## config.mk

```make
export PLATFORM = sky130hd
export DESIGN_NAME = mcu_subsys_dma
export DESIGN_NICKNAME = d
export VERILOG_FILES = /design/src/rtl/mcu_subsys_pkg.sv /design/src/rtl/mcu_subsys_dma.sv
export SDC_FILE = /design/constraint.sdc
export NUM_CORES = 1
export LEC_CHECK = 0
export CAP_MARGIN = 20
export CORE_AREA = 4 4 154 156
export DETAILED_ROUTE_END_ITERATION = 10
export DIE_AREA = 0 0 158 160
export PLACE_DENSITY = 0.66
export SYNTH_ARGS = -nofsm -noshare
export SYNTH_HDL_FRONTEND = slang
export SYNTH_SLANG_ARGS = --single-unit
```

## constraint.sdc

```tcl
create_clock -name clk -period 5.65 [get_ports clk]
set_input_delay 0.8475 -clock clk [delete_from_list [all_inputs] [get_ports clk]]
set_output_delay 0.8475 -clock clk [all_outputs]
set_load 0.1 [all_outputs]
```

## src/rtl/mcu_subsys_pkg.sv

```systemverilog
// ============================================================================
// Module      : mcu_subsys_pkg
// Description : Shared types and constants for the MCU subsystem native
//               memory bus and the word-copy DMA initiator.
// Revision    : 1.0 - initial release
// ============================================================================
`default_nettype none

package mcu_subsys_pkg;

  // Native bus address/data width
  localparam int MEM_AW = 32;

  // Write-strobe encodings used on the native bus
  localparam logic [3:0] MEM_WSTRB_READ = 4'h0;
  localparam logic [3:0] MEM_WSTRB_WORD = 4'hF;

  // DMA sequencer states
  typedef enum logic [1:0] {
    IDLE = 2'd0,
    RD   = 2'd1,
    WR   = 2'd2
  } dma_state_t;

  // Clear the byte-offset bits so every request is word aligned
  function automatic logic [MEM_AW-1:0] word_align(input logic [MEM_AW-1:0] a);
    return a & {{(MEM_AW-2){1'b1}}, 2'b00};
  endfunction

endpackage

`default_nettype wire

```

## src/rtl/mcu_subsys_dma.sv

```systemverilog
// ============================================================================
// Module      : mcu_subsys_dma
// Description : Word-copy DMA initiator on the MCU subsystem native bus.
//               Alternates one read and one write per word, with a per-request
//               timeout that aborts the transfer if the responder stalls.
// Revision    : 1.0 - initial release
// ============================================================================
`default_nettype none

module mcu_subsys_dma
  import mcu_subsys_pkg::*;
#(
  parameter int TIMEOUT_CYCLES = 256,
  parameter int LEN_W          = 16
) (
  input  logic              clk,
  input  logic              rst,
  input  logic              start,
  input  logic [31:0]       src_addr,
  input  logic [31:0]       dst_addr,
  input  logic [LEN_W-1:0]  len_words,
  output logic              busy,
  output logic              done,
  output logic              err,
  output logic              mem_valid,
  input  logic              mem_ready,
  output logic [31:0]       mem_addr,
  output logic [31:0]       mem_wdata,
  output logic [3:0]        mem_wstrb,
  input  logic [31:0]       mem_rdata
);

  // Counter only needs to reach TIMEOUT_CYCLES-1
  localparam int               TW       = (TIMEOUT_CYCLES > 2) ? $clog2(TIMEOUT_CYCLES) : 1;
  localparam logic [TW-1:0]    TMO_LAST = TW'(TIMEOUT_CYCLES - 1);
  localparam logic [LEN_W-1:0] LEN_ONE  = LEN_W'(1);

  dma_state_t        state_q;
  logic [MEM_AW-1:0] src_q;
  logic [MEM_AW-1:0] dst_q;
  logic [LEN_W-1:0]  rem_q;
  logic [TW-1:0]     tmo_q;
  logic              busy_q;
  logic              done_q;
  logic              err_q;
  logic              mem_valid_q;
  logic [MEM_AW-1:0] mem_addr_q;
  logic [MEM_AW-1:0] mem_wdata_q;   // doubles as the read-data buffer
  logic [3:0]        mem_wstrb_q;

  // Pointers after the current word completes (32-bit modulo wrap)
  logic [MEM_AW-1:0] src_d;
  logic [MEM_AW-1:0] dst_d;
  logic              tmo_hit;

  assign src_d   = src_q + 32'd4;
  assign dst_d   = dst_q + 32'd4;
  assign tmo_hit = (tmo_q == TMO_LAST);

  // Sequencer: IDLE -> RD -> WR -> (RD | IDLE), with timeout abort to IDLE
  always_ff @(posedge clk or posedge rst) begin
    if (rst) begin
      state_q     <= IDLE;
      src_q       <= '0;
      dst_q       <= '0;
      rem_q       <= '0;
      tmo_q       <= '0;
      busy_q      <= 1'b0;
      done_q      <= 1'b0;
      err_q       <= 1'b0;
      mem_valid_q <= 1'b0;
      mem_addr_q  <= '0;
      mem_wdata_q <= '0;
      mem_wstrb_q <= MEM_WSTRB_READ;
    end else begin
      done_q <= 1'b0;
      err_q  <= 1'b0;
      case (state_q)
        IDLE: begin
          if (start) begin
            if (len_words != '0) begin
              src_q       <= word_align(src_addr);
              dst_q       <= word_align(dst_addr);
              rem_q       <= len_words;
              tmo_q       <= '0;
              state_q     <= RD;
              busy_q      <= 1'b1;
              mem_valid_q <= 1'b1;
              mem_addr_q  <= word_align(src_addr);
              mem_wstrb_q <= MEM_WSTRB_READ;
            end else begin
              // Zero-length request completes immediately without bus traffic
              done_q <= 1'b1;
            end
          end
        end

        RD: begin
          if (mem_ready) begin
            // Handshake wins over a coincident timeout expiry
            mem_wdata_q <= mem_rdata;
            mem_addr_q  <= dst_q;
            mem_wstrb_q <= MEM_WSTRB_WORD;
            tmo_q       <= '0;
            state_q     <= WR;
          end else if (tmo_hit) begin
            state_q     <= IDLE;
            busy_q      <= 1'b0;
            mem_valid_q <= 1'b0;
            mem_wstrb_q <= MEM_WSTRB_READ;
            done_q      <= 1'b1;
            err_q       <= 1'b1;
          end else begin
            tmo_q <= tmo_q + 1'b1;
          end
        end

        WR: begin
          if (mem_ready) begin
            src_q <= src_d;
            dst_q <= dst_d;
            rem_q <= rem_q - 1'b1;
            tmo_q <= '0;
            if (rem_q == LEN_ONE) begin
              state_q     <= IDLE;
              busy_q      <= 1'b0;
              mem_valid_q <= 1'b0;
              mem_wstrb_q <= MEM_WSTRB_READ;
              done_q      <= 1'b1;
            end else begin
              state_q     <= RD;
              mem_addr_q  <= src_d;
              mem_wstrb_q <= MEM_WSTRB_READ;
            end
          end else if (tmo_hit) begin
            // Abort leaves already-written words in place
            state_q     <= IDLE;
            busy_q      <= 1'b0;
            mem_valid_q <= 1'b0;
            mem_wstrb_q <= MEM_WSTRB_READ;
            done_q      <= 1'b1;
            err_q       <= 1'b1;
          end else begin
            tmo_q <= tmo_q + 1'b1;
          end
        end

        default: begin
          state_q     <= IDLE;
          busy_q      <= 1'b0;
          mem_valid_q <= 1'b0;
        end
      endcase
    end
  end

  assign busy      = busy_q;
  assign done      = done_q;
  assign err       = err_q;
  assign mem_valid = mem_valid_q;
  assign mem_addr  = mem_addr_q;
  assign mem_wdata = mem_wdata_q;
  assign mem_wstrb = mem_wstrb_q;

endmodule

`default_nettype wire

```

==> flow_summary.html, run 1 <==
<table>
<tr><th>Metric</th><th>Value</th></tr>
<tr><th colspan="2">Setup path</th></tr>
<tr><td>Largest stage delay on the critical path</td><td>700 ps</td></tr>
<tr><td>Biggest fanout along the worst timing path</td><td>24</td></tr>
<tr><td>Required time at the endpoint of the critical path</td><td>5990 ps</td></tr>
<tr><td>Critical path capture point type</td><td>flop</td></tr>
<tr><td>Worst Setup Path Type</td><td>input port to flop</td></tr>
<tr><td>Ordered list of cells on the worst path</td><td>clkdlybuf4s50_1, nor4_1, nand4_2, o21ai_2, a211o_1, buf_4, nand2_1, o31ai_2</td></tr>
<tr><td>Slowest cell on crit path</td><td>sky130_fd_sc_hd__a211o_1</td></tr>
<tr><td>Bufs and invs on worst path</td><td>2</td></tr>
<tr><td>Critical path arrival</td><td>3750 ps</td></tr>
<tr><td>Kind of start point of the critical path</td><td>input port</td></tr>
<tr><td>Cell family contributing the most delay on the critical path</td><td>compound AO/OA/AOI/OAI gates</td></tr>
<tr><th colspan="2">Synth</th></tr>
<tr><td>Register bit total from synthesis</td><td>157</td></tr>
<tr><td>Area contributors post-synth</td><td>sky130_fd_sc_hd__dfrtp_1, sky130_fd_sc_hd__a21oi_1, sky130_fd_sc_hd__nand2_1</td></tr>
<tr><td>Sequential fraction of the synthesis area</td><td>43.19%</td></tr>
<tr><td>Post-synthesis async set-or-reset flop share</td><td>100.0%</td></tr>
<tr><td>Yosys warning count</td><td>0</td></tr>
<tr><td>Count of mapped cells out of synthesis</td><td>1047</td></tr>
<tr><td>Area share of the leading cell type in the synthesized netlist</td><td>43.19%</td></tr>
<tr><td>Prevailing post-synth register cell</td><td>sky130_fd_sc_hd__dfrtp_1</td></tr>
<tr><td>Number of synthesized flops with an enable pin</td><td>0</td></tr>
<tr><td>Post-synthesis area per instance</td><td>8.688 sq um</td></tr>
<tr><td>Post-Syn Nets</td><td>1172</td></tr>
<tr><td>Post-synthesis cell type count</td><td>81</td></tr>
<tr><td>Mapped cell area</td><td>9096 sq um</td></tr>
<tr><td>Synth area leader</td><td>sky130_fd_sc_hd__dfrtp_1</td></tr>
<tr><th colspan="2">Clock network</th></tr>
<tr><td>Number of H-tree branching levels</td><td>4</td></tr>
<tr><td># clock sinks</td><td>157</td></tr>
<tr><td>Postcts setup bufs</td><td>0</td></tr>
<tr><td>TritonCTS Buffers</td><td>17</td></tr>
<tr><td>CTS Hold Buffers Added</td><td>0</td></tr>
<tr><td>Clock transition time at the flip-flop clock pins of the worst setup and hold paths</td><td>60 ps</td></tr>
<tr><td>Post-cts gate resize count</td><td>0</td></tr>
<tr><td>Buffer type at the clock tree root</td><td>sky130_fd_sc_hd__clkbuf_16</td></tr>
<tr><td>Clock tree from TritonCTS</td><td>done</td></tr>
<tr><td>CTS max path bufs</td><td>2</td></tr>
<tr><td>Clk Latency, worst-skew pair</td><td>430 ps</td></tr>
<tr><th colspan="2">STA</th></tr>
<tr><td>Final count of hold timing violations</td><td>0</td></tr>
<tr><td>Setup clock skew after layout</td><td>8.440 ps</td></tr>
<tr><td>Worst hold slack</td><td>476.3 ps</td></tr>
<tr><td>Final setup viols</td><td>0</td></tr>
<tr><td>Fmax</td><td>293.1 MHz</td></tr>
<tr><td>Number of pins exceeding their max-slew limit in the final report</td><td>0</td></tr>
<tr><td>Setup repair after global routing missed its margin</td><td>false</td></tr>
<tr><td>Portion of the clock cycle consumed by the worst path in the final layout</td><td>60.39%</td></tr>
<tr><td>Total Negative Setup Slacks</td><td>0 ps</td></tr>
<tr><td>Worst rel slew slack</td><td>28.93%</td></tr>
<tr><td>Min Tclk post-route</td><td>3412 ps</td></tr>
<tr><td>Actual transition at the worst max-transition pin</td><td>1063 ps</td></tr>
<tr><th colspan="2">Detailed routing</th></tr>
<tr><td>Average wire per cell in the routed design</td><td>17.67 um</td></tr>
<tr><td>Remaining number of nets flagged by the antenna check after routing</td><td>0</td></tr>
<tr><td>Number of optimization iterations in the first detailed-route pass</td><td>5</td></tr>
<tr><td>Via density per instance</td><td>5.620</td></tr>
<tr><td>Final routed wirelength across all metal layers</td><td>26160 um</td></tr>
<tr><td>Iteration-0 DRC Markers</td><td>657</td></tr>
<tr><td>Vias post-DR</td><td>8317</td></tr>
<tr><td>Residual DRC</td><td>0</td></tr>
<tr><th colspan="2">Final layout</th></tr>
<tr><td>Synth-to-layout area growth</td><td>27.17%</td></tr>
<tr><td>Proportion of layout cells with a drive suffix above 1</td><td>8.794%</td></tr>
<tr><td>Highest-count cells in the layout ignoring fill and taps</td><td>sky130_fd_sc_hd__clkdlybuf4s50_1, sky130_fd_sc_hd__dfrtp_1, sky130_fd_sc_hd__nand2_1</td></tr>
<tr><td>Most common cell after layout, fill and taps aside</td><td>sky130_fd_sc_hd__clkdlybuf4s50_1</td></tr>
<tr><td>Number of nets in the layout</td><td>1307</td></tr>
<tr><th colspan="2">Worst hold path</th></tr>
<tr><td>Path type of the worst min-delay path</td><td>flop to flop</td></tr>
<tr><th colspan="2">Die</th></tr>
<tr><td>X dimension of the die</td><td>158 um</td></tr>
<tr><td>Number of I/O pins</td><td>188</td></tr>
<tr><td>Count of standard-cell rows</td><td>55</td></tr>
<tr><td>Initial core utilization</td><td>40.67%</td></tr>
<tr><td>Die Footprint</td><td>25280 sq um</td></tr>
<tr><td>Core outline area</td><td>22370 sq um</td></tr>
<tr><td>Vertical die dimension</td><td>160 um</td></tr>
<tr><th colspan="2">Flow run</th></tr>
<tr><td>Max capacitance violation total</td><td>0</td></tr>
<tr><th colspan="2">Run status</th></tr>
<tr><td>Result of the run</td><td>complete, no violations</td></tr>
<tr><th colspan="2">Place</th></tr>
<tr><td>Gp weighted congestion</td><td>0.8248</td></tr>
<tr><td>Post-DP HPWL</td><td>18480 um</td></tr>
<tr><td>Port Buffer Count</td><td>183</td></tr>
<tr><th colspan="2">Global route</th></tr>
<tr><td>Global Route Usage Sum</td><td>20.32%</td></tr>
<tr><td>First-pass GRT wire length</td><td>41550 um</td></tr>
<tr><td>Largest net degree at the start of global routing</td><td>99</td></tr>
<tr><td>Congestion Overflow GR</td><td>0</td></tr>
<tr><td>Via count of the first global-routing pass</td><td>7697</td></tr>
<tr><td>Initial antenna violation count</td><td>2</td></tr>
</table>
-- sequential cells by signal (all words and copies together) (netlist names) --
| signal | flops |
|---|---|
| busy | 1 |
| done | 1 |
| dst_q | 30 |
| err | 1 |
| mem_addr | 31 |
| mem_valid | 1 |
| mem_wdata | 32 |
| mem_wstrb | 4 |
| rem_q | 16 |
| src_q | 30 |
| state_q | 2 |
| tmo_q | 8 |
-- synth_stat cells (all sizes together) (3+ instances only) --
library cell,number
nor2,59
a221oi,6
a2bb2oi,4
a211oi,3
nor4b,3
or3,4
buf,32
nand2,150
nand4,23
ha,9
inv,20
mux2i,7
nand3,54
o21ai,111
nor3,10
mux2,34
o31ai,13
nor3b,4
a22oi,4
a21o,6
a21oi,124
and2,8
nor2b,3
xor2,5
clkbuf,45
dfrtp,157
xnor2,21
a22o,4
and4,8
o32ai,4
o22ai,38
and3,14
nand2b,6
nor4,9
or2,3
a31oi,7
o211ai,4
-- worst register-to-register path, cell delays in order (launching register included) --
cell and delay, ps:
sky130_fd_sc_hd__dfrtp_1 420, sky130_fd_sc_hd__inv_1 140, sky130_fd_sc_hd__ha_4 450, sky130_fd_sc_hd__buf_4 810, sky130_fd_sc_hd__buf_4 690, sky130_fd_sc_hd__o21ai_0 220, sky130_fd_sc_hd__a21oi_1 190, sky130_fd_sc_hd__a21oi_1 60
-- metrics by stage --
step | cell area [sq um] | setup WS (ps) | instances | util [%]
global route | 11570 | 1966 | 1480 | 51.72
finish | 11570 | 2238 | 1480 | 51.72
detailed placement | 11000 | 1779 | 1448 | 49.18
CTS | 11560 | 2210 | 1479 | 51.71
global placement | 11000 | 1804 | 1448 | 49.18
floorplan | 9096 | 567.6 | 1047 | -
-- area by class of cell --
class | count | area, sq um
Fill cell | 2129 | 10800
Multi-Input combinational cell | 790 | 4708
Sequential cell | 157 | 3929
Timing Repair Buffer | 195 | 1922
Clock buffer | 19 | 442.9
Tap cell | 285 | 356.6
Clock inverter | 12 | 122.6
Inverter | 21 | 83.83
Antenna cell | 1 | 2.502
-- cell families (layout without fill, tap and decap cells) --
family	count (synthesis)	in the layout	synth area share, %
AOI/OAI and AO/OA	350	350	22.68
xor gates and xnor gates	26	26	2.586
adders and majority gates	9	9	1.238
buffers and inverters	100	247	5.296
DFF	157	157	43.19
muxes	41	41	4.979
other	0	1	0
and+or+nand+nor	364	364	20.03
-- per-layer routing --
| metal | vias up | share of wire (%) | global-route usage [%] |
|---|---|---|---|
| met5 | - | 0.027 | 0 |
| met4 | 2 | 1.4 | 5.351 |
| met3 | 24 | 7.1 | 3.659 |
| met2 | 258 | 45 | 31.11 |
| met1 | 3956 | 47 | 29.72 |
| li1 | 4077 | - | - |
-- final timing paths --
| kind | to | startpoint | cells after the start | slack [ps] |
|---|---|---|---|---|
| max in group asynchronous | src_q[29] | rst | 3 | 3620 |
| min | mem_addr[4] | mem_addr[4] | 2 | 480 |
| min in group asynchronous | mem_addr[24] | rst | 2 | 910 |
| max | mem_addr[27] | len_words[6] | 8 | 2240 |
| min reg2reg | mem_addr[4] | mem_addr[4] | 2 | 480 |
| max reg2reg | dst_q[30] | state_q[0] | 7 | 2530 |
Power of run 1 is left out: the tool's default activity adds up to more than one toggle a clock period on the data nets, which glitch-free logic cannot reach.
==> inputs of run 2 (changes only) <==
--- a/config.mk
+++ b/config.mk
@@ -9,7 +9,7 @@
 export CORE_AREA = 4 4 154 156
 export DETAILED_ROUTE_END_ITERATION = 10
 export DIE_AREA = 0 0 158 160
-export PLACE_DENSITY = 0.66
+export PLACE_DENSITY = 0.68
 export SYNTH_ARGS = -nofsm -noshare
 export SYNTH_HDL_FRONTEND = slang
 export SYNTH_SLANG_ARGS = --single-unit
==> constraint.sdc (replaced) <==
create_clock -name clk -period 2.9 [get_ports clk]
set_input_delay 0.435 -clock clk [delete_from_list [all_inputs] [get_ports clk]]
set_output_delay 0.435 -clock clk [all_outputs]
set_load 0.1 [all_outputs]
==> flow_summary.html, run 2 (synthesized netlist as in run 1, its figures left out) <==
<table>
<tr><th>Metric</th><th>Value</th></tr>
<tr><th colspan="2">STA</th></tr>
<tr><td>Portion of the clock cycle consumed by the worst path in the final layout</td><td>83.95%</td></tr>
<tr><td>Fmax</td><td>410.8 MHz</td></tr>
<tr><td>Final count of hold timing violations</td><td>0</td></tr>
<tr><td>Final setup viols</td><td>0</td></tr>
<tr><td>Actual transition at the worst max-transition pin</td><td>900.8 ps</td></tr>
<tr><td>Setup clock skew after layout</td><td>13.07 ps</td></tr>
<tr><td>Total Negative Setup Slacks</td><td>0 ps</td></tr>
<tr><td>Number of pins exceeding their max-slew limit in the final report</td><td>0</td></tr>
<tr><td>Setup repair after global routing missed its margin</td><td>false</td></tr>
<tr><td>Worst rel slew slack</td><td>39.82%</td></tr>
<tr><td>Min Tclk post-route</td><td>2434 ps</td></tr>
<tr><th colspan="2">Clock network</th></tr>
<tr><td>Post-cts gate resize count</td><td>0</td></tr>
<tr><td>Clock transition time at the flip-flop clock pins of the worst setup and hold paths</td><td>70 ps</td></tr>
<tr><td>Clock tree from TritonCTS</td><td>done</td></tr>
<tr><td>TritonCTS Buffers</td><td>17</td></tr>
<tr><td>Postcts setup bufs</td><td>0</td></tr>
<tr><td>CTS Hold Buffers Added</td><td>0</td></tr>
<tr><td># clock sinks</td><td>157</td></tr>
<tr><td>Number of H-tree branching levels</td><td>4</td></tr>
<tr><td>CTS max path bufs</td><td>2</td></tr>
<tr><td>Buffer type at the clock tree root</td><td>sky130_fd_sc_hd__clkbuf_16</td></tr>
<tr><td>Clk Latency, worst-skew pair</td><td>430 ps</td></tr>
<tr><th colspan="2">Global route</th></tr>
<tr><td>Via count of the first global-routing pass</td><td>7887</td></tr>
<tr><td>Global Route Usage Sum</td><td>20.76%</td></tr>
<tr><td>First-pass GRT wire length</td><td>42490 um</td></tr>
<tr><td>Initial antenna violation count</td><td>2</td></tr>
<tr><td>Largest net degree at the start of global routing</td><td>132</td></tr>
<tr><td>Congestion Overflow GR</td><td>0</td></tr>
<tr><th colspan="2">Setup path</th></tr>
<tr><td>Critical path capture point type</td><td>flop</td></tr>
<tr><td>Required time at the endpoint of the critical path</td><td>3170 ps</td></tr>
<tr><td>Critical path arrival</td><td>2700 ps</td></tr>
<tr><td>R2R depth</td><td>8</td></tr>
<tr><td>Worst flop-to-flop path startpoint</td><td>state_q[0]</td></tr>
<tr><td>Biggest fanout along the worst timing path</td><td>42</td></tr>
<tr><td>Internal reg-to-reg setup slack</td><td>470 ps</td></tr>
<tr><td>Endpoint of the lowest-slack register-to-register path</td><td>src_q[16]</td></tr>
<tr><td>Startpoint of the most critical setup path</td><td>state_q[0]</td></tr>
<tr><td>Kind of start point of the critical path</td><td>flop</td></tr>
<tr><td>Worst Setup Path Type</td><td>flop to flop</td></tr>
<tr><td>CP Capture Point</td><td>src_q[16]</td></tr>
<tr><th colspan="2">Final layout</th></tr>
<tr><td>Proportion of layout cells with a drive suffix above 1</td><td>16.03%</td></tr>
<tr><td>Number of nets in the layout</td><td>1325</td></tr>
<tr><td>Most common cell after layout, fill and taps aside</td><td>sky130_fd_sc_hd__dfrtp_1</td></tr>
<tr><td>Area taken by flip-flops and latches</td><td>3929 sq um</td></tr>
<tr><td>Multi-input gate area in the final layout</td><td>4713 sq um</td></tr>
<tr><td>Design area</td><td>11620 sq um</td></tr>
<tr><td>Synth-to-layout area growth</td><td>27.76%</td></tr>
<tr><td>Layout filler cell count</td><td>2092</td></tr>
<tr><td>Number of flip-flops in the largest register</td><td>32</td></tr>
<tr><td>Highest-count cells in the layout ignoring fill and taps</td><td>sky130_fd_sc_hd__dfrtp_1, sky130_fd_sc_hd__nand2_1, sky130_fd_sc_hd__a21oi_1</td></tr>
<tr><th colspan="2">Detailed routing</th></tr>
<tr><td>Residual DRC</td><td>0</td></tr>
<tr><td>Vias post-DR</td><td>8496</td></tr>
<tr><td>Number of optimization iterations in the first detailed-route pass</td><td>7</td></tr>
<tr><td>Via density per instance</td><td>5.679</td></tr>
<tr><td>Final routed wirelength across all metal layers</td><td>26350 um</td></tr>
<tr><td>Iteration-0 DRC Markers</td><td>601</td></tr>
<tr><td>Average wire per cell in the routed design</td><td>17.61 um</td></tr>
<tr><td>Remaining number of nets flagged by the antenna check after routing</td><td>0</td></tr>
<tr><th colspan="2">Place</th></tr>
<tr><td>Port Buffer Count</td><td>183</td></tr>
<tr><td>Post-DP Area</td><td>11080 sq um</td></tr>
<tr><td>Post-DP HPWL</td><td>18670 um</td></tr>
<tr><td>Gp weighted congestion</td><td>0.8637</td></tr>
<tr><th colspan="2">Die</th></tr>
<tr><td>X dimension of the die</td><td>158 um</td></tr>
<tr><td>Count of standard-cell rows</td><td>55</td></tr>
<tr><td>Initial core utilization</td><td>40.67%</td></tr>
<tr><td>Number of I/O pins</td><td>188</td></tr>
<tr><td>Vertical die dimension</td><td>160 um</td></tr>
<tr><td>Core outline area</td><td>22370 sq um</td></tr>
<tr><td>Die Footprint</td><td>25280 sq um</td></tr>
<tr><th colspan="2">Worst hold path</th></tr>
<tr><td>Path type of the worst min-delay path</td><td>flop to flop</td></tr>
<tr><th colspan="2">Flow run</th></tr>
<tr><td>Max capacitance violation total</td><td>0</td></tr>
<tr><th colspan="2">Run status</th></tr>
<tr><td>Result of the run</td><td>complete, no violations</td></tr>
</table>
-- run 2: changes by cell type in the layout (fill, tap and decap cells not counted) --
cell / before / now
sky130_fd_sc_hd__buf_4: 12 / 92
sky130_fd_sc_hd__a211oi_2: 0 / 1
sky130_fd_sc_hd__buf_12: 0 / 10
sky130_fd_sc_hd__inv_6: 1 / 2
sky130_fd_sc_hd__a211oi_1: 3 / 2
sky130_fd_sc_hd__bufinv_16: 2 / 1
sky130_fd_sc_hd__clkdlybuf4s50_1: 183 / 111
sky130_fd_sc_hd__clkinv_2: 5 / 3
-- run 2: final cells by class --
class	count	area share (%)
multi-input cells	790	40.56
inverters	21	0.7106
diodes	1	0.02153
clock inverters	10	0.7967
well taps	285	3.068
flip-flops and latches	157	33.81
repair buffers	213	17.23
clock buffers	19	3.811
-- run 2: worst max-delay path, stage by stage (launching register included) --
cell	delay (ps)
sky130_fd_sc_hd__dfrtp_1	420
sky130_fd_sc_hd__inv_1	140
sky130_fd_sc_hd__ha_2	270
sky130_fd_sc_hd__nor4b_4	220
sky130_fd_sc_hd__nand4_2	230
sky130_fd_sc_hd__o211a_4	400
sky130_fd_sc_hd__buf_4	310
sky130_fd_sc_hd__a21oi_1	200
sky130_fd_sc_hd__a21oi_1	70
-- run 2: worst min-delay path by stage --
stage,from,slack [ps],endpoint,cells past startpoint
final,mem_addr[17],480,mem_addr[17],2
after global routing,mem_addr[12],510,mem_addr[12],2
after CTS,mem_addr[17],480,mem_addr[17],2
after detailed placement,mem_addr[17],470,mem_addr[17],2
after global placement,mem_addr[9],470,mem_addr[9],2
after floorplan,tmo_q[4],450,tmo_q[4],1
-- run 2: stage by stage --
step / hold WS (ps) / utilization (%) / worst slack, ps / instances
CTS: 484.9 / 51.95 / 464.2 / 1495
floorplan: 445.5 / - / 478.1 / 1047
finish: 480.9 / 51.96 / 465.6 / 1496
global placement: 465.6 / 49.56 / 233.2 / 1466
detailed placement: 470.2 / 49.56 / 224.4 / 1466
global route: 507.8 / 51.96 / 281.2 / 1496
-- run 2: metal layers --
layer,global-route usage [%],part of all wire [%]
met3,3.415,7.4
met4,6.165,1.6
met1,30.57,46
met5,0,0.068
met2,31.46,45
Power of run 2 is left out for the same reason.
==> inputs of run 3 (changes only) <==
==> constraint.sdc (replaced) <==
create_clock -name clk -period 2 [get_ports clk]
set_input_delay 0.3 -clock clk [delete_from_list [all_inputs] [get_ports clk]]
set_output_delay 0.3 -clock clk [all_outputs]
set_load 0.1 [all_outputs]
==> flow_summary.html, run 3 (synthesized netlist as in run 1, its figures left out) <==
<table>
<tr><th>Metric</th><th>Value</th></tr>
<tr><th colspan="2">Run status</th></tr>
<tr><td>Result of the run</td><td>complete, but fails checks</td></tr>
<tr><td>Violations in the final reports</td><td>setup timing</td></tr>
<tr><th colspan="2">Detailed routing</th></tr>
<tr><td>Final routed wirelength across all metal layers</td><td>29600 um</td></tr>
<tr><td>Vias post-DR</td><td>9204</td></tr>
<tr><td>Number of optimization iterations in the first detailed-route pass</td><td>5</td></tr>
<tr><td>Via density per instance</td><td>5.671</td></tr>
<tr><td>Average wire per cell in the routed design</td><td>18.24 um</td></tr>
<tr><td>Iteration-0 DRC Markers</td><td>659</td></tr>
<tr><td>Residual DRC</td><td>0</td></tr>
<tr><td>Remaining number of nets flagged by the antenna check after routing</td><td>0</td></tr>
<tr><th colspan="2">Die</th></tr>
<tr><td>Vertical die dimension</td><td>160 um</td></tr>
<tr><td>Number of I/O pins</td><td>188</td></tr>
<tr><td>Die Footprint</td><td>25280 sq um</td></tr>
<tr><td>Initial core utilization</td><td>40.67%</td></tr>
<tr><td>Count of standard-cell rows</td><td>55</td></tr>
<tr><td>Core outline area</td><td>22370 sq um</td></tr>
<tr><td>X dimension of the die</td><td>158 um</td></tr>
<tr><th colspan="2">Final layout</th></tr>
<tr><td>Synth-to-layout area growth</td><td>44.14%</td></tr>
<tr><td>Highest-count cells in the layout ignoring fill and taps</td><td>sky130_fd_sc_hd__buf_4, sky130_fd_sc_hd__dfrtp_1, sky130_fd_sc_hd__nand2_1</td></tr>
<tr><td>Number of flip-flops in the largest register</td><td>32</td></tr>
<tr><td>Most common cell after layout, fill and taps aside</td><td>sky130_fd_sc_hd__buf_4</td></tr>
<tr><td>Final Non-Filler Cells</td><td>1623</td></tr>
<tr><td>Number of inserted diodes</td><td>0</td></tr>
<tr><td>Proportion of layout cells with a drive suffix above 1</td><td>28.92%</td></tr>
<tr><td>Layout filler cell count</td><td>1954</td></tr>
<tr><td>Number of nets in the layout</td><td>1450</td></tr>
<tr><td>Utilization after layout</td><td>58.62%</td></tr>
<tr><th colspan="2">Setup path</th></tr>
<tr><td>Worst Setup Path Type</td><td>flop to flop</td></tr>
<tr><td>Required time at the endpoint of the critical path</td><td>2300 ps</td></tr>
<tr><td>Internal reg-to-reg setup slack</td><td>-30 ps</td></tr>
<tr><td>Critical path capture point type</td><td>flop</td></tr>
<tr><td>Biggest fanout along the worst timing path</td><td>8</td></tr>
<tr><td>R2R depth</td><td>10</td></tr>
<tr><td>Critical path arrival</td><td>2340 ps</td></tr>
<tr><td>Kind of start point of the critical path</td><td>flop</td></tr>
<tr><th colspan="2">Global route</th></tr>
<tr><td>First-pass GRT wire length</td><td>45310 um</td></tr>
<tr><td>Initial antenna violation count</td><td>1</td></tr>
<tr><td>Via count of the first global-routing pass</td><td>8727</td></tr>
<tr><td>Largest net degree at the start of global routing</td><td>90</td></tr>
<tr><td>Global Route Usage Sum</td><td>21.99%</td></tr>
<tr><td>Congestion Overflow GR</td><td>0</td></tr>
<tr><th colspan="2">Clock network</th></tr>
<tr><td>Clock tree from TritonCTS</td><td>done</td></tr>
<tr><td>CTS max path bufs</td><td>2</td></tr>
<tr><td>Buffer type at the clock tree root</td><td>sky130_fd_sc_hd__clkbuf_16</td></tr>
<tr><td>Clock transition time at the flip-flop clock pins of the worst setup and hold paths</td><td>70 ps</td></tr>
<tr><td># clock sinks</td><td>157</td></tr>
<tr><td>TritonCTS Buffers</td><td>17</td></tr>
<tr><td>Clk Latency, worst-skew pair</td><td>430 ps</td></tr>
<tr><td>Number of H-tree branching levels</td><td>4</td></tr>
<tr><td>CTS Hold Buffers Added</td><td>0</td></tr>
<tr><th colspan="2">STA</th></tr>
<tr><td>Actual transition at the worst max-transition pin</td><td>529.1 ps</td></tr>
<tr><td>Portion of the clock cycle consumed by the worst path in the final layout</td><td>101.6%</td></tr>
<tr><td>Setup WS post-layout</td><td>-31.61 ps</td></tr>
<tr><td>Setup repair after global routing missed its margin</td><td>true</td></tr>
<tr><td>Min Tclk post-route</td><td>2032 ps</td></tr>
<tr><td>Fmax</td><td>492.2 MHz</td></tr>
<tr><td>Number of pins exceeding their max-slew limit in the final report</td><td>0</td></tr>
<tr><td>Worst rel slew slack</td><td>64.73%</td></tr>
<tr><td>Final count of hold timing violations</td><td>0</td></tr>
<tr><td>Setup clock skew after layout</td><td>11.90 ps</td></tr>
<tr><td>Final setup viols</td><td>15</td></tr>
<tr><th colspan="2">Flow run</th></tr>
<tr><td>Max capacitance violation total</td><td>0</td></tr>
<tr><th colspan="2">Place</th></tr>
<tr><td>Port Buffer Count</td><td>183</td></tr>
<tr><td>Post-place setup slack</td><td>-381.1 ps</td></tr>
<tr><td>Post-DP HPWL</td><td>20590 um</td></tr>
<tr><td>Placed Instances</td><td>1575</td></tr>
<tr><td>Gp weighted congestion</td><td>0.8665</td></tr>
<tr><th colspan="2">Worst hold path</th></tr>
<tr><td>Path type of the worst min-delay path</td><td>input port to async pin</td></tr>
</table>
## run 3: per-layer routing
metal / up-vias / track usage (%) / routed length, um
li1: 4370 / - / -
met3: 55 / 4.580 / 2137
met4: 2 / 6.320 / 803
met1: 4417 / 30.31 / 12870
met5: - / 0 / 13
met2: 360 / 35.06 / 13770
## run 3: cell type report
class / count / area [sq um] / share of cell area, %
clock buffers: 17 / 425.4 / 3.245
clock inverters: 15 / 136.4 / 1.040
inverters: 21 / 82.58 / 0.6298
multi-input cells: 791 / 5080 / 38.74
flip-flops and latches: 157 / 3929 / 29.96
well taps: 285 / 356.6 / 2.720
repair buffers: 337 / 3102 / 23.66
## run 3: repair_timing
action | 4_1_cts | 5_1_grt
gates resized for setup | 16 | 82
setup buffers | 0 | 10
endpoints found under the setup margin | 48 | 115
pin swaps | 9 | 15
cloned | 1 | 6
## run 3: metrics by stage
stage | instance area [sq um] | hold slack [ps] | setup TNS, ps
final | 13110 | 119.0 | -236.8
after global routing | 13110 | 118.3 | -9635
after CTS | 12570 | 107.7 | 0
after detailed placement | 11940 | 466.9 | -29860
after global placement | 11940 | 462.3 | -28430
after floorplan | 9146 | 445.0 | -45220
## run 3: worst max-delay path: stages (launching register included)
cell and delay (ps):
sky130_fd_sc_hd__dfrtp_1 380, sky130_fd_sc_hd__inv_2 70, sky130_fd_sc_hd__ha_4 160, sky130_fd_sc_hd__nor4b_4 130, sky130_fd_sc_hd__nand4_4 140, sky130_fd_sc_hd__o21ai_2 80
sky130_fd_sc_hd__buf_6 140, sky130_fd_sc_hd__or3_4 330, sky130_fd_sc_hd__buf_4 180, sky130_fd_sc_hd__o21ai_2 190, sky130_fd_sc_hd__o41ai_4 90
## run 3: final timing paths
check | startpoint | end
max | state_q[1] | tmo_q[6]
min | rst | mem_wstrb[1]
max reg2reg | state_q[1] | tmo_q[6]
min reg2reg | mem_addr[14] | mem_addr[14]
max in group asynchronous | rst | src_q[2]
min in group clk | mem_addr[14] | mem_addr[14]
Power of run 3 is left out for the same reason.
==> variant: new RTL, flow settings as in run 2 <==
`LEN_W`: 16 -> 8.
--- a/src/rtl/mcu_subsys_dma.sv
+++ b/src/rtl/mcu_subsys_dma.sv
@@ -11,7 +11,7 @@
   import mcu_subsys_pkg::*;
 #(
   parameter int TIMEOUT_CYCLES = 256,
-  parameter int LEN_W          = 16
+  parameter int LEN_W          = 8
 ) (
   input  logic              clk,
   input  logic              rst,
Ports: changed (resized len_words); port bits go from 188 to 180. No check against the original RTL was run, so the function may have changed too.
==> variant against run 2 <==
  * Sequential cell count fell by 8
  * Cell area decreased by 3.1%
  * Area after synthesis fell by 3.1%
  * Utilization fell by 1.6 points
  * Setup slack worse by 0.12 ns
  * Highest routed layer is now met4
  * Critical path type unchanged
  * Sequential share of layout area down 0.68 points
  * Wire length is 4.5% higher
Power is left out: the tool's default activity adds up to more than one toggle a clock period on the data nets, which glitch-free logic cannot reach.
==> variant: results (changes against run 2) <==
metric;value;unit;change
groute.layer.met1.usage;31.3;%;+0.72 points
gr-usage-met3;3.66;%;+0.24 points
worst_clock_skew;0.00932;ns;-0.00375 ns
synthesis.instances;1077;;+2.9%
global_route.usage.total;21.5;%;+0.73 points
top_layer_used;met4;;
route.vias.total;8799;;+3.6%
critPathSlowestCell;sky130_fd_sc_hd__a21oi_4;;
cp_slowest_stage_delay;0.72;ns;+0.30 ns
detail_route.wirelength;27500;um;+4.5%
n_antenna_cell;0;;-1
buffer_ports.inserted;175;;-4.4%
outcome;completed;;
dp.final_hpwl;19200;um;+2.9%
layout.cells.non_filler;1513;;+1.1%
worstReg2RegEnd;dst_q[2];;
post_synth_most_frequent_cells;221 x sky130_fd_sc_hd__nand2_1, 149 x sky130_fd_sc_hd__dfrtp_1, 98 x sky130_fd_sc_hd__a21oi_1;;
seq_area_frac_synth;42.3;%;-0.87 points
gp_congestion;0.887;;+2.7%
arrival;2.90;ns;+0.20 ns
worst_hold_path_type;in -> async;;
fin_nets;1332;;+0.53%
grt_first_pass_wirelength;44200;um;+4.1%
preCtsSetupSlack;0.106;ns;-0.118 ns
timing.critical_path.fanout_max;40;;-4.8%
synth_fp_nets;1194;;+1.9%
max_slew_margin_vs_limit;43.3;%;+3.5 points
-- variant: changes by cell type in the layout (fill, tap and decap cells not counted), moves of 9 or more --
cell	before	now
sky130_fd_sc_hd__mux2_2	34	1
sky130_fd_sc_hd__nand2_1	149	221
sky130_fd_sc_hd__a21oi_1	124	97
sky130_fd_sc_hd__a2bb2oi_1	4	29
sky130_fd_sc_hd__o21ai_0	108	77
sky130_fd_sc_hd__nor2_1	59	50
sky130_fd_sc_hd__nor3_1	9	19
sky130_fd_sc_hd__xnor2_1	20	8
-- variant: how the worst max path moves through the flow --
stage                endpoint        from  slack, ns  cells after the start
global placement     dst_q[2]   mem_ready       0.15                      7
finish               dst_q[2]  state_q[0]       0.35                      7
detailed placement   dst_q[2]   mem_ready       0.11                      7
global route        src_q[12]  state_q[0]       0.21                      7
CTS                  dst_q[2]  state_q[0]       0.38                      7
floorplan                busy         rst       0.59                      1
-- variant: cell families (layout without fill, tap and decap cells) --
| kind of cell | after synthesis | in the layout | share of synthesized area (%) |
|---|---|---|---|
| AO/OA/AOI/OAI | 333 | 333 | 24.1 |
| buffers and inverters | 106 | 257 | 5.10 |
| XOR/XNOR | 10 | 10 | 0.994 |
| adder cells (fa/ha/maj) | 9 | 9 | 1.28 |
| flip-flops | 149 | 149 | 42.3 |
| AND/OR/NAND/NOR | 456 | 456 | 24.6 |
| multiplexers | 14 | 14 | 1.60 |
-- variant: final cells by class --
| class | count | area, um2 |
|---|---|---|
| Inverter | 21 | 82.6 |
| Clock buffer | 18 | 439 |
| Tap cell | 285 | 357 |
| Multi-Input combinational cell | 822 | 4660 |
| Sequential cell | 149 | 3730 |
| Clock inverter | 14 | 140 |
| Fill cell | 2125 | 11100 |
| Timing Repair Buffer | 204 | 1850 |
